`config.mk`:
```
export PLATFORM = sky130hd
export DESIGN_NAME = seq_digit_multiplier
export DESIGN_NICKNAME = d
export VERILOG_FILES = /design/src/rtl/seq_digit_multiplier_pkg.sv /design/src/rtl/digit_multiplier.sv /design/src/rtl/seq_digit_multiplier.sv
export SDC_FILE = /design/constraint.sdc
export NUM_CORES = 1
export LEC_CHECK = 0
export ABC_AREA = 1
export ABC_CLOCK_PERIOD_IN_PS = 2690
export BUFFER_PORTS_ARGS = -buffer_cell sky130_fd_sc_hd__buf_2
export CORE_MARGIN = 2
export CORE_UTILIZATION = 40
export CTS_CLUSTER_SIZE = 28
export DETAILED_ROUTE_END_ITERATION = 12
export PLACE_DENSITY = 0.66
export REMOVE_ABC_BUFFERS = 1
export SLEW_MARGIN = 5
export SYNTH_ARGS = -nofsm -noshare
export SYNTH_HDL_FRONTEND = slang
export SYNTH_SLANG_ARGS = --single-unit
```
`constraint.sdc`:
```
create_clock -name clk -period 2.69 [get_ports clk]
set_input_delay 0 -clock clk [delete_from_list [all_inputs] [get_ports clk]]
set_output_delay 0 -clock clk [all_outputs]
set_load 0.03 [all_outputs]
```
`src/rtl/seq_digit_multiplier_pkg.sv`:
```
// rtl/seq_digit_multiplier_pkg.sv - state encoding and sizing helpers for the digit-serial multiplier
package seq_digit_multiplier_pkg;

  typedef enum logic [1:0] {
    IDLE = 2'd0,
    RUN  = 2'd1,
    DONE = 2'd2
  } state_e;

  // Digits per operand; guarded so an illegal DIGIT reaches the elaboration check instead of dividing by zero.
  function automatic int calc_k(input int width, input int digit);
    return (digit < 1) ? 1 : width / digit;
  endfunction

  function automatic int calc_idx_w(input int width, input int digit);
    int k;
    k = calc_k(width, digit);
    return (k > 1) ? $clog2(k) : 1;
  endfunction

endpackage

```
`src/rtl/digit_multiplier.sv`:
```
// rtl/digit_multiplier.sv - combinational unsigned DIGIT x DIGIT multiplier
module digit_multiplier #(
  parameter int DIGIT = 2
) (
  input  logic [DIGIT-1:0]   x_i,
  input  logic [DIGIT-1:0]   y_i,
  output logic [2*DIGIT-1:0] p_o
);

  assign p_o = {{DIGIT{1'b0}}, x_i} * {{DIGIT{1'b0}}, y_i};

endmodule

```
`src/rtl/seq_digit_multiplier.sv`:
```
// rtl/seq_digit_multiplier.sv - digit-serial multiply/accumulate, one partial product per clock
module seq_digit_multiplier
  import seq_digit_multiplier_pkg::*;
#(
  parameter int WIDTH = 8,
  parameter int DIGIT = 2
) (
  input  logic               clk,
  input  logic               rst_n,
  input  logic               in_valid,
  output logic               in_ready,
  input  logic [WIDTH-1:0]   a_in,
  input  logic [WIDTH-1:0]   b_in,
  input  logic               acc_mode,
  output logic               out_valid,
  input  logic               out_ready,
  output logic [2*WIDTH-1:0] product,
  output logic               overflow
);

  localparam int K  = calc_k(WIDTH, DIGIT);
  localparam int IW = calc_idx_w(WIDTH, DIGIT);
  localparam logic [IW-1:0] LAST = IW'(K - 1);

  generate
    if ((DIGIT < 1) ? 1'b1 : ((WIDTH % DIGIT) != 0)) begin : g_bad_params
      $error("seq_digit_multiplier: DIGIT must be >= 1 and divide WIDTH");
    end
  endgenerate

  state_e             state_q, state_d;
  logic [WIDTH-1:0]   a_q, a_d, b_q, b_d;
  logic [IW-1:0]      i_q, i_d, j_q, j_d;
  logic [2*WIDTH-1:0] acc_q, acc_d;
  logic               ovf_q, ovf_d;

  logic [DIGIT-1:0]   a_dig, b_dig;
  logic [2*DIGIT-1:0] pp;
  logic [2*WIDTH-1:0] pp_ext, pp_shift;
  logic [2*WIDTH:0]   sum;

  assign a_dig = a_q[32'(i_q) * DIGIT +: DIGIT];
  assign b_dig = b_q[32'(j_q) * DIGIT +: DIGIT];

  digit_multiplier #(.DIGIT(DIGIT)) u_digit_mul (
    .x_i (a_dig),
    .y_i (b_dig),
    .p_o (pp)
  );

  always_comb begin
    pp_ext = '0;
    pp_ext[2*DIGIT-1:0] = pp;
  end

  // Partial product weight is the sum of both digit positions; the extra sum bit is the step's carry-out.
  assign pp_shift = pp_ext << (DIGIT * (32'(i_q) + 32'(j_q)));
  assign sum      = {1'b0, acc_q} + {1'b0, pp_shift};

  always_comb begin
    state_d = state_q;
    a_d     = a_q;
    b_d     = b_q;
    i_d     = i_q;
    j_d     = j_q;
    acc_d   = acc_q;
    ovf_d   = ovf_q;
    unique case (state_q)
      IDLE: begin
        if (in_valid) begin
          a_d     = a_in;
          b_d     = b_in;
          i_d     = '0;
          j_d     = '0;
          ovf_d   = 1'b0;
          if (!acc_mode) begin
            acc_d = '0;
          end
          state_d = RUN;
        end
      end
      RUN: begin
        acc_d = sum[2*WIDTH-1:0];
        ovf_d = ovf_q | sum[2*WIDTH];
        if (j_q == LAST) begin
          j_d = '0;
          if (i_q == LAST) begin
            i_d     = '0;
            state_d = DONE;
          end else begin
            i_d = i_q + IW'(1);
          end
        end else begin
          j_d = j_q + IW'(1);
        end
      end
      DONE: begin
        if (out_ready) begin
          state_d = IDLE;
        end
      end
      default: state_d = IDLE;
    endcase
  end

  always_ff @(posedge clk or negedge rst_n) begin
    if (!rst_n) begin
      state_q <= IDLE;
      a_q     <= '0;
      b_q     <= '0;
      i_q     <= '0;
      j_q     <= '0;
      acc_q   <= '0;
      ovf_q   <= 1'b0;
    end else begin
      state_q <= state_d;
      a_q     <= a_d;
      b_q     <= b_d;
      i_q     <= i_d;
      j_q     <= j_d;
      acc_q   <= acc_d;
      ovf_q   <= ovf_d;
    end
  end

  assign in_ready  = (state_q == IDLE);
  assign out_valid = (state_q == DONE);
  assign product   = acc_q;
  assign overflow  = ovf_q;

endmodule

```
# Yosys cells after proc, flatten, opt, wreduce, memory -nomap -nowiden
# Cells that the tools add are included.
[totals] regBits=39 latch_bits=0 ram_bits=0 romBits=0 in_bits=21 out_inout_bits=19 wordCells=48 n_memories=0
[classes] add_sub_neg=4 multipliers=1 div_mod_pow=0 magnitude_cmp=0 eq_ne=9 n_shift=3 n_mux=16 n_bitwise=1 reduce_logical=7
[op_table] operator="16-bit two-way mux" count=2
[op_table] operator="16-bit case mux with 2 select lines" count=1
[op_table] operator="16-bit by 16-bit adder with 17-bit output" count=1
[op_table] operator="2-bit two-way mux" count=8
[op_table] operator="8-bit by 4-bit variable part select with 2-bit output" count=2
[op_table] operator="4-bit by 4-bit left shift with 16-bit output" count=1
[op_table] operator="2-bit inequality test (second input constant)" count=4
[op_table] operator="2-bit case mux with 2 select lines" count=2
[op_table] operator="2-bit == test (second input constant)" count=3
[op_table] operator="2-bit case mux with 3 select lines" count=1
[op_table] operator="3-bit AND reduction" count=2
[op_table] operator="2-bit by 1-bit adder with 2-bit output (second input constant)" count=2
[op_table] operator="2-bit by 2-bit multiplier with 4-bit output" count=1
[op_table] operator="2-bit AND reduction" count=2
[op_table] operator="4-bit AND reduction" count=1
[op_table] operator="2-bit by 2-bit adder with 3-bit output" count=1
[op_table] operator="2-bit by 1-bit == test with 1-bit output (second input constant)" count=1
[op_table] operator="2-bit logical NOT" count=1
[op_table] operator="2-bit by 1-bit inequality test with 1-bit output (second input constant)" count=1
[op_table] operator="1-bit case mux with 2 select lines" count=1
[op_table] operator="2-bit nonzero test" count=1
[op_table] operator="1-bit two-way mux" count=1
[op_table] operator="1-bit OR" count=1

# Logic depth before layout (Yosys ltp)
# Gate-level depths: netlist of the first run.
[depth] word_depth=6 depth_mapped=21 ltp_nobuf=21

# Cells and area by module
# A second synthesis of the first run with hierarchy kept.
[unflattened] cells_unflattened=426 hier_area_um2=2862.7
[modules_own_cells] mod="seq_digit_multiplier" instances=1 cells_per_inst=416 area_each_um2=2807.7 seq_area_each_um2=975.9
[modules_own_cells] mod="digit_multiplier" instances=1 cells_per_inst=10 area_each_um2=55.1 seq_area_each_um2=0.0

# Worst setup path after synthesis of the first run
# No wires, ideal clock.
[synth_timing] path_kind="register to register" start="reg i_q[0]" end="reg acc_q[8], in the netlist product[8]" setup_time_ns=0.126 t_arrival_ns=2.799 required_ns=2.564 slack_ns=-0.235 stages_incl_launch_ff=17 path_buffers=0 period_less_slack_ns=2.925 cell_sequence="dfrtp_1 -> ha_1 -> inv_1 -> fa_1 -> inv_1 -> nor4_1 -> ha_1 -> inv_1 -> fa_1 -> inv_1 -> nand3_1 -> nand3_1 -> nand2_1 -> nand3_1 -> nand2_1 -> nand2_1 -> o21ai_0"
[synth_via] elab_chain_len=5 elab_cells_between_ends=6 cone_classes="add/sub: 2; mul: 1; shift: 2; mux: 1"
[synth_lines] element="start: declaration" line="seq_digit_multiplier.sv:33" rtl="logic [IW-1:0] i_q, i_d, j_q, j_d;"
[synth_lines] element="start signal: assignment" line="seq_digit_multiplier.sv:119" rtl="i_q <= i_d;"
[synth_lines] element="8-bit by 4-bit variable part select with 2-bit output" line="seq_digit_multiplier.sv:42" rtl="assign a_dig = a_q[32'(i_q) * DIGIT +: DIGIT];"
[synth_lines] element="2-bit by 2-bit multiplier with 4-bit output" line="digit_multiplier.sv:10" rtl="assign p_o = {{DIGIT{1'b0}}, x_i} * {{DIGIT{1'b0}}, y_i};"
[synth_lines] element="4-bit by 4-bit left shift with 16-bit output (*)" line="seq_digit_multiplier.sv:57" rtl="assign pp_shift = pp_ext << (DIGIT * (32'(i_q) + 32'(j_q)));"
[synth_lines] element="16-bit by 16-bit adder with 17-bit output (*)" line="seq_digit_multiplier.sv:58" rtl="assign sum = {1'b0, acc_q} + {1'b0, pp_shift};"
[synth_lines] element="16-bit case mux with 2 select lines (*)" line="seq_digit_multiplier.sv:68" rtl="unique case (state_q)"
[synth_lines] element="end signal: assignment" line="seq_digit_multiplier.sv:113" rtl="acc_q <= '0;"
[synth_lines] element="end signal: assignment" line="seq_digit_multiplier.sv:121" rtl="acc_q <= acc_d;"
[synth_lines] element="end: declaration" line="seq_digit_multiplier.sv:34" rtl="logic [2*WIDTH-1:0] acc_q, acc_d;"
# Every way passes the cells marked *; elsewhere a longest branch is shown, timed or not.
# A chain may end at the register's enable or synchronous reset.

# Worst setup path in the final report of the first run
[layout_timing] start="reg j_q[0]" end="reg ovf_q, in the netlist overflow"
[layout_via] elab_chain_len=6 elab_cells_between_ends=7 cone_classes="add/sub: 2; mul: 1; shift: 2; mux: 1; bitwise: 1"
[layout_lines] element="start: declaration" line="seq_digit_multiplier.sv:33"
[layout_lines] element="start signal: assignment" line="seq_digit_multiplier.sv:120" rtl="j_q <= j_d;"
[layout_lines] element="8-bit by 4-bit variable part select with 2-bit output" line="seq_digit_multiplier.sv:43" rtl="assign b_dig = b_q[32'(j_q) * DIGIT +: DIGIT];"
[layout_lines] element="2-bit by 2-bit multiplier with 4-bit output" line="digit_multiplier.sv:10"
[layout_lines] element="4-bit by 4-bit left shift with 16-bit output (*)" line="seq_digit_multiplier.sv:57"
[layout_lines] element="16-bit by 16-bit adder with 17-bit output (*)" line="seq_digit_multiplier.sv:58"
[layout_lines] element="1-bit OR (*)" line="seq_digit_multiplier.sv:84" rtl="ovf_d = ovf_q | sum[2*WIDTH];"
[layout_lines] element="1-bit case mux with 2 select lines (*)" line="seq_digit_multiplier.sv:68"
[layout_lines] element="end signal: assignment" line="seq_digit_multiplier.sv:122" rtl="ovf_q <= ovf_d;"
[layout_lines] element="end: declaration" line="seq_digit_multiplier.sv:35" rtl="logic ovf_q, ovf_d;"
# Marked as above.

==> results.sh, run 1 <==
export IMPL_place_inst=601
export IMPL_fin_crit_sh_pct=108.9
export IMPL_hpwl_mm=5.657
export IMPL_cts_buffers=5
export IMPL_syn_to_final_growth_pct=56.06
export IMPL_cts_sinks=39
export IMPL_power_leakage_nw=2.356
export IMPL_vdd_drop_max_v=0.0007777
export IMPL_drive_gt1_share_pct=46.31
export IMPL_fillers=586
export IMPL_worstPathCellList="buf_6 > inv_6 > nand2_1 > nand3_4 > nand2_1 > nor2_4 > ha_4 > ha_4 > nand2_2 > o21ai_2 > nand2_1 > nor2_1 > ha_4 > nand2_4 > inv_4 > a21oi_4 > nor2_1 > nor2_1 > nand3_1 > nand2_1 > nand2_1"
export IMPL_crit_fanout=6
export IMPL_met2WireLength_mm=4.843
export IMPL_worst_slew_pin_slew_ns=0.8636
export IMPL_die_h_um=89.92
export IMPL_clockBufferDepth=2
export IMPL_critPathKind="reg2reg"
export IMPL_yosys_area_share_simple_pct=39.32
export IMPL_synth_top_cell_area_share_pct=33.05
export IMPL_synthArstFlopShare_pct=100.0
export IMPL_rows=31
export IMPL_synth_fa_ha_area_share_pct=10.68
export IMPL_top_layer="met4"
export IMPL_setup_slack_ns=-0.2383
export IMPL_cp_end_kind="register"
export IMPL_detail_route_wirelength_met1_mm=3.696
export IMPL_root_buffer="clkbuf_8"
export IMPL_drcViolationCount=0
export IMPL_yosys_top_cells_count="nand2_1 (177), inv_1 (47), dfrtp_1 (39), nor2_1 (29), nand3_1 (25)"
export IMPL_synth_seq_cells=39
export IMPL_antenna_found_initial=0
export IMPL_post_route_min_period_ns=2.928
export IMPL_instances_no_fill=641
export IMPL_synth_most_common_cell="nand2_1"
export IMPL_place_congestion=0.9070
export IMPL_grt_max_degree=40
export IMPL_cts_tree="built"
export IMPL_synth_cells=432
export IMPL_synth_area_leaders="dfrtp_1 (33%), nand2_1 (23%), ha_1 (9.3%)"
export IMPL_dieArea_um2=8086
export IMPL_final_area_um2=4608
export IMPL_antenna_left=0
export IMPL_boundaryPins=40
export IMPL_ys_types=39
export IMPL_p_per_area_nw_per_um2=1353
export IMPL_hold_violations=0
export IMPL_gr_usage_all_layers_pct=21.11
export IMPL_violations="negative setup slack"
export IMPL_grt_overflow_total=0
export IMPL_setup_violations=14
export IMPL_placed_area_um2=3512
export IMPL_cp_slowest_stage_delay_ns=0.38
export IMPL_timing_fmax_mhz=341.5
export IMPL_start_util_pct=40.93
export IMPL_required_ns=2.89
export IMPL_n_antenna_cell=0
export IMPL_finClkSkew_ns=0.01504
export IMPL_syn_area_per_cell_um2=6.835
export IMPL_worstSetupStartpointType="register"
export IMPL_synth_top_family_by_area="simple AND/OR/NAND/NOR gates"
export IMPL_muxShareOfSynthArea_pct=0.3390
export IMPL_wl_met3_um=306
export IMPL_nNetsFinal=586
export IMPL_synthFlopType="dfrtp_1"
export IMPL_maxSlewHeadroom_pct=42.42
export IMPL_cts_clk_slew_worst_paths_ns=0.10
export IMPL_h_tree_depth=2
export IMPL_grt_first_pass_wirelength_mm=14.15
export IMPL_die_x_um=89.92
export IMPL_slowest_stage="dfrtp_1"
export IMPL_synth_edff_count=0
export IMPL_hp_class="in2reg"
export IMPL_outcome="finished, violations left"
export IMPL_yosys_warnings=0
export IMPL_netlist_area_um2=2953
export IMPL_worst_path_buf_inv=3
export IMPL_synth_xor_area_share_pct=0.2966
export IMPL_ys_seq_area_share_pct=33.05
export IMPL_vias=3254
export IMPL_insertion_delay_ns=0.31
export IMPL_cp_common_cell="nand2_1"
export IMPL_core_region_area_um2=7214
export IMPL_grt_pass1_vias=3208
export IMPL_drt_iter0_drc=155
export IMPL_via_per_inst=5.076
export IMPL_wire_per_inst_um=14.37
export IMPL_synth_compound_area_share_pct=7.458
export IMPL_crit_family="simple AND/OR/NAND/NOR gates"
export IMPL_arrival_ns=3.13
export IMPL_yosysTopAreaCell="dfrtp_1"
export IMPL_numPortBuffers=39
export IMPL_drt_pass1_iter_count=5
export IMPL_routed_wl_mm=9.211
export IMPL_drv_slew=0
export IMPL_max_cap_viol_count=0
export IMPL_rsz0062_at_grt="yes"
kinds of logic (layout without fill, tap and decap cells):
group	count (synthesis)	count (layout)
adders and majority gates	24	24
buffers and inverters	66	176
xor gates and xnor gates	1	1
AOI/OAI and AO/OA	36	36
and+or+nand+nor	265	265
DFF	39	39
muxes	1	1
registers in the layout, indices dropped and copies added, names as in the netlist:
signal / flops
a_q: 8
b_q: 8
i_q: 2
j_q: 2
overflow: 1
product: 16
state_q: 2
final timing paths:
kind	slack, ns	endpoint	start	cells after the start
setup / recovery	-0.24	overflow	j_q[0]	21
min in group asynchronous	0.32	product[7]	rst_n	2
hold / removal	0.05	product[1]	acc_mode	5
hold reg to reg	0.49	a_q[3]	a_q[3]	2
setup reg to reg	-0.24	overflow	j_q[0]	21
max in group asynchronous	1.80	a_q[2]	rst_n	2
metal layers:
layer	GRT usage, %	up-vias
met2	38.83	89
met4	9.359	0
met3	3.353	35
li1	-	1583
met5	0	-
met1	24.09	1547
final cells by class:
| class | instances | area, µm² | share of cell area, % |
|---|---|---|---|
| clock buffers | 5 | 68.82 | 1.493 |
| clock inverters | 3 | 47.55 | 1.032 |
| inverters | 61 | 242.7 | 5.267 |
| multi-input cells | 327 | 2357 | 51.15 |
| flip-flops and latches | 39 | 975.9 | 21.18 |
| well taps | 99 | 123.9 | 2.688 |
| repair buffers | 107 | 792.0 | 17.19 |
layout by cell type, fill, tap and decap left out, types with 4 or more instances in the layout:
| master | n |
|---|---|
| nand3_4 | 5 |
| ha_1 | 5 |
| nand2_4 | 9 |
| buf_6 | 9 |
| inv_2 | 21 |
| buf_4 | 40 |
| dlygate4sd3_1 | 18 |
| nor2_4 | 10 |
| nor3_2 | 5 |
| ha_4 | 14 |
| o21ai_1 | 6 |
| nand2_1 | 142 |
| nor2_1 | 10 |
| o21ai_0 | 5 |
| inv_1 | 34 |
| nand3_2 | 11 |
| a21oi_2 | 6 |
| nor2_2 | 12 |
| nand2_2 | 35 |
| a21oi_1 | 4 |
| nand3_1 | 14 |
| buf_2 | 39 |
| dfrtp_1 | 39 |
| clkbuf_8 | 5 |
power breakdown:
part	switching (W)	internal [W]	total (W)
Clock	0.000254	0.000282	0.000536
Sequential	0.000233	0.000848	0.00108
Combinational	0.00261	0.00201	0.00462
Total	0.00310	0.00314	0.00624
tightest hold or removal path, stage by stage:
cell and delay, ns:
buf_2 0.07, inv_1 0.03, nand2_1 0.06, a21oi_2 0.06
o22ai_1 0.09
stage by stage:
stage	setup slack (ns)	power [W]	utilization (%)	TNS (ns)	hold slack, ns
finish	-0.2383	0.006236	63.87	-1.985	0.05492
global route	-0.3797	0.006656	63.87	-3.682	0.1258
CTS	-0.1750	0.005236	57.08	-1.586	0.05490
detailed placement	-0.3297	0.004097	48.68	-2.859	0.1801
global placement	-0.2738	0.004020	48.68	-1.808	0.1698
floorplan	-0.2372	0.002998	-	-1.193	-0.2956
timing repair:
action	4_1_cts	5_1_grt
endpoints found under the setup margin	14	14
hold buffers	18	0
pin swaps	52	54
resized for setup	74	97
setup buffers	8	6
hold endpoints to repair	56	0
(Power assumes the default switching activity.)
==> run 2, diff against run 1 <==
- CAP_MARGIN: default -> 10
- CORE_UTILIZATION: 40 -> 41
- PLACE_DENSITY: 0.66 -> 0.67
==> results.sh, run 2 (same netlist as run 1, synthesis figures left out) <==
export IMPL_p_per_area_nw_per_um2=1360
export IMPL_rows=30
export IMPL_routed_wl_mm=8.749
export IMPL_drt_pass1_iter_count=4
export IMPL_worstPathCellList="buf_6 > inv_6 > nand2_2 > a32o_2 > nor2_4 > ha_4 > ha_4 > nand2_4 > nor2_4 > a31oi_4 > nor2_4 > ha_4 > nand2_4 > inv_4 > a21oi_2 > nand2_4 > nand2_2 > nand3_1 > nand3_1 > nand2_1"
export IMPL_syn_to_final_growth_pct=53.56
export IMPL_rsz0062_at_grt="yes"
export IMPL_grt_overflow_total=0
export IMPL_grt_first_pass_wirelength_mm=13.18
export IMPL_dieArea_um2=7897
export IMPL_finalSetupTns_ns=-1.074
export IMPL_cp_slowest_stage_delay_ns=0.41
export IMPL_largest_reg_flops=16
export IMPL_fin_crit_sh_pct=105.8
export IMPL_violations="negative setup slack"
export IMPL_boundaryPins=40
export IMPL_timing_fmax_mhz=351.3
export IMPL_power_leakage_nw=2.310
export IMPL_maxSlewHeadroom_pct=41.15
export IMPL_hp_class="in2reg"
export IMPL_clockBufferDepth=2
export IMPL_finClkSkew_ns=0.01046
export IMPL_cts_sinks=39
export IMPL_antenna_found_initial=0
export IMPL_fillers=548
export IMPL_final_cell_mix="nand2_1 (145), dfrtp_1 (39), buf_2 (39), buf_4 (39), inv_1 (35)"
export IMPL_via_per_inst=4.886
export IMPL_core_region_area_um2=6869
export IMPL_final_area_um2=4534
export IMPL_root_buffer="clkbuf_8"
export IMPL_place_congestion=0.8478
export IMPL_antenna_left=0
export IMPL_cts_buffers=5
export IMPL_cts_clk_slew_worst_paths_ns=0.09
export IMPL_drive_gt1_share_pct=44.13
export IMPL_outcome="finished, violations left"
export IMPL_drt_iter0_drc=146
export IMPL_critPathKind="reg2reg"
export IMPL_wire_per_inst_um=13.82
export IMPL_gr_usage_all_layers_pct=21.36
export IMPL_required_ns=2.89
export IMPL_placed_area_um2=3486
export IMPL_setup_violations=14
export IMPL_hold_violations=0
export IMPL_insertion_delay_ns=0.31
export IMPL_grt_max_degree=40
export IMPL_nNetsFinal=581
export IMPL_worst_slew_pin_slew_ns=0.8828
export IMPL_worstSetupStartpointType="register"
export IMPL_hpwl_mm=5.553
export IMPL_grt_pass1_vias=2993
export IMPL_layout_commonest_cell="nand2_1"
export IMPL_vias=3093
export IMPL_n_antenna_cell=0
export IMPL_start_util_pct=42.99
export IMPL_cp_end_kind="register"
export IMPL_drv_slew=0
export IMPL_vdd_drop_max_v=0.0006699
export IMPL_die_h_um=88.87
export IMPL_total_power_w=0.006165
export IMPL_numPortBuffers=39
export IMPL_max_cap_viol_count=0
export IMPL_slowest_stage="dfrtp_1"
export IMPL_cts_tree="built"
export IMPL_post_route_min_period_ns=2.847
export IMPL_h_tree_depth=2
export IMPL_setup_slack_ns=-0.1568
export IMPL_arrival_ns=3.05
export IMPL_drcViolationCount=0
export IMPL_die_x_um=88.87
export IMPL_fin_hold_ws_ns=0.07308
export IMPL_crit_fanout=6
run 2: metal layers:
layer / wire (µm) / GRT usage, % / share of wire (%) / up-vias
met5: 0 / 0 / 0 / -
met4: 184 / 7.163 / 2.1 / 0
met3: 315 / 3.638 / 3.6 / 16
met2: 4702 / 38.53 / 54 / 68
met1: 3546 / 25.55 / 41 / 1442
li1: - / - / - / 1567
run 2: worst paths after layout:
| path | from | end | slack [ns] | cells after the start |
|---|---|---|---|---|
| worst max-delay path | j_q[0] | product[15] | -0.16 | 20 |
| worst min-delay path | acc_mode | product[1] | 0.07 | 5 |
| worst max register to register | j_q[0] | product[15] | -0.16 | 20 |
| worst min register to register | b_q[0] | b_q[0] | 0.48 | 2 |
| max in group asynchronous | rst_n | j_q[1] | 1.78 | 2 |
| min in group asynchronous | rst_n | product[7] | 0.34 | 2 |
run 2: timing repair:
item                                    4_1_cts  5_1_grt
setup buffers                                 6        8
hold endpoints to repair                     56        0
hold buffers                                 18        0
gates resized for setup                      49      110
pin swaps                                    37       57
endpoints found under the setup margin       14       15
run 2: per-stage QoR:
step	setup slack (ns)	util, %	instances
2_1_floorplan	-0.2372	-	427
3_3_place_gp	-0.2807	50.75	595
3_5_place_dp	-0.3239	50.75	595
4_1_cts	-0.1466	58.21	627
5_1_grt	-0.2918	66.01	633
6_report	-0.1568	66.01	633
run 2: cell type report:
| class | instances | area, µm² | share of cell area, % |
|---|---|---|---|
| clock buffers | 6 | 82.58 | 1.821 |
| clock inverters | 2 | 16.27 | 0.3587 |
| inverters | 61 | 247.7 | 5.464 |
| multi-input cells | 327 | 2352 | 51.88 |
| flip-flops and latches | 39 | 975.9 | 21.52 |
| well taps | 96 | 120.1 | 2.649 |
| repair buffers | 102 | 739.5 | 16.31 |
run 2: power breakdown:
part           internal (W)  switching, W
Clock              0.000210      0.000246
Sequential         0.000848      0.000234
Combinational       0.00202       0.00261
Total               0.00308       0.00309
run 2: worst max-delay path: cells and delay by family, from the launching register on:
| kind | cells | cell delay (ns) |
|---|---|---|
| and+or+nand+nor | 11 | 1.01 |
| buffers and inverters | 3 | 0.26 |
| AOI/OAI and AO/OA | 3 | 0.50 |
| adders and majority gates | 3 | 0.55 |
| DFF | 1 | 0.41 |
==> run 3, diff against run 2 <==
==> constraint.sdc (replaced) <==
create_clock -name clk -period 2.69 [get_ports clk]
set_input_delay 0.538 -clock clk [delete_from_list [all_inputs] [get_ports clk]]
set_output_delay 0.538 -clock clk [all_outputs]
set_load 0.03 [all_outputs]
==> results.sh, run 3 (same netlist as run 1, synthesis figures left out) <==
export IMPL_grt_pass1_vias=2924
export IMPL_layout_commonest_cell="nand2_1"
export IMPL_postCtsHoldBufs=0
export IMPL_power_leakage_nw=2.234
export IMPL_drt_iter0_drc=120
export IMPL_clockBufferDepth=2
export IMPL_die_x_um=88.87
export IMPL_worstPathCellList="buf_6 > inv_6 > nand2_2 > a32o_2 > nor2_4 > ha_4 > ha_4 > nand2_4 > nor2_4 > a31oi_4 > nor2_4 > ha_4 > nand2_4 > inv_4 > a21oi_2 > nand2_4 > nand2_2 > nand3_1 > nand3_1 > nand2_1"
export IMPL_drive_gt1_share_pct=45.47
export IMPL_cts_clk_slew_worst_paths_ns=0.09
export IMPL_cts_sinks=39
export IMPL_violations="negative setup slack"
export IMPL_drcViolationCount=0
export IMPL_insertion_delay_ns=0.31
export IMPL_hp_class="in2async"
export IMPL_drt_pass1_iter_count=4
export IMPL_placed_area_um2=3486
export IMPL_vdd_drop_max_v=0.0006740
export IMPL_rsz0062_at_grt="yes"
export IMPL_dieArea_um2=7897
export IMPL_wire_per_inst_um=13.91
export IMPL_routed_wl_mm=8.552
export IMPL_final_area_um2=4347
export IMPL_p_per_area_nw_per_um2=1410
export IMPL_maxSlewHeadroom_pct=41.53
export IMPL_die_h_um=88.87
export IMPL_post_place_ws_ns=-0.3239
export IMPL_nNetsFinal=563
export IMPL_fillers=578
export IMPL_fin_crit_sh_pct=105.8
export IMPL_syn_to_final_growth_pct=47.20
export IMPL_grt_first_pass_wirelength_mm=12.86
export IMPL_cts_buffers=5
export IMPL_crit_fanout=6
export IMPL_grt_overflow_total=0
export IMPL_hold_violations=0
export IMPL_critPathKind="reg2reg"
export IMPL_final_cell_mix="nand2_1 (145), dfrtp_1 (39), buf_2 (39), buf_4 (39), inv_1 (36)"
export IMPL_outcome="finished, violations left"
export IMPL_vias=3027
export IMPL_post_route_min_period_ns=2.847
export IMPL_core_region_area_um2=6869
export IMPL_numPortBuffers=39
export IMPL_antenna_found_initial=0
export IMPL_n_antenna_cell=0
export IMPL_worst_slew_pin_slew_ns=0.8771
export IMPL_required_ns=2.89
export IMPL_root_buffer="clkbuf_8"
export IMPL_max_cap_viol_count=0
export IMPL_gr_usage_all_layers_pct=20.88
export IMPL_crit_family="simple AND/OR/NAND/NOR gates"
export IMPL_start_util_pct=42.99
export IMPL_boundaryPins=40
export IMPL_h_tree_depth=2
export IMPL_worstSetupStartpointType="register"
export IMPL_antenna_left=0
export IMPL_rows=30
export IMPL_place_congestion=0.8478
export IMPL_timing_fmax_mhz=351.2
export IMPL_cts_tree="built"
export IMPL_finClkSkew_ns=0.01091
export IMPL_cp_end_kind="register"
export IMPL_via_per_inst=4.922
export IMPL_grt_max_degree=40
export IMPL_worst_path_buf_inv=3
export IMPL_utilization_pct=63.28
export IMPL_setup_slack_ns=-0.1573
export IMPL_hpwl_mm=5.553
export IMPL_setup_violations=14
export IMPL_drv_slew=0
export IMPL_cp_slowest_stage_delay_ns=0.41
export IMPL_largest_reg_flops=16
export IMPL_arrival_ns=3.05
export IMPL_slowest_stage="dfrtp_1"
==> run 3: cell types whose count changed in the layout (fill, tap and decap cells not counted), sizes merged <==
| cell | change |
|---|---|
| dlygate4sd3 | -18 |
==> run 3: path summary, 6_finish.rpt <==
check | endpoint | start | slack, ns | cells after the start
min in group clk | state_q[1] | out_ready | 0.40 | 2
max in group asynchronous | j_q[1] | rst_n | 1.79 | 1
max reg2reg | product[15] | j_q[0] | -0.16 | 20
min reg2reg | b_q[0] | b_q[0] | 0.48 | 2
min | product[7] | rst_n | 0.33 | 1
max | product[15] | j_q[0] | -0.16 | 20
==> run 3: through the flow <==
| stage | total power [W] | hold slack [ns] | instances | TNS [ns] |
|---|---|---|---|---|
| final | 0.006127 | 0.3305 | 615 | -1.097 |
| after detailed placement | 0.004076 | 0.4665 | 595 | -2.880 |
| after global routing | 0.006559 | 0.3994 | 615 | -3.221 |
| after CTS | 0.004991 | 0.3913 | 609 | -1.463 |
| after global placement | 0.004017 | 0.4637 | 595 | -2.376 |
| after floorplan | 0.002998 | 0.2424 | 427 | -1.193 |
==> run 3: timing repair <==
item / CTS / global route
gates cloned: 0 / 0
resized for setup: 49 / 108
pin swaps: 37 / 56
buffers inserted: 6 / 8
endpoints found under the setup margin: 14 / 15
==> run 3: layout make-up <==
type / count / area, µm² / area share, %
well taps: 96 / 120.1 / 2.763
clock inverters: 2 / 16.27 / 0.3742
multi-input cells: 327 / 2345 / 53.94
repair buffers: 84 / 559.3 / 12.87
flip-flops and latches: 39 / 975.9 / 22.45
inverters: 61 / 247.7 / 5.699
clock buffers: 6 / 82.58 / 1.900
==> run 3: routing by layer <==
layer	GRT usage (%)	vias up	routed length, µm
met2	37.11	66	4578
li1	-	1530	-
met1	25.27	1417	3506
met5	0	-	0
met3	3.638	14	319
met4	7.300	0	148
==> run 3: power breakdown <==
part | internal [W] | switching, W
clock | 0.000210 | 0.000247
sequential | 0.000848 | 0.000229
combinational | 0.00200 | 0.00260
total | 0.00305 | 0.00307
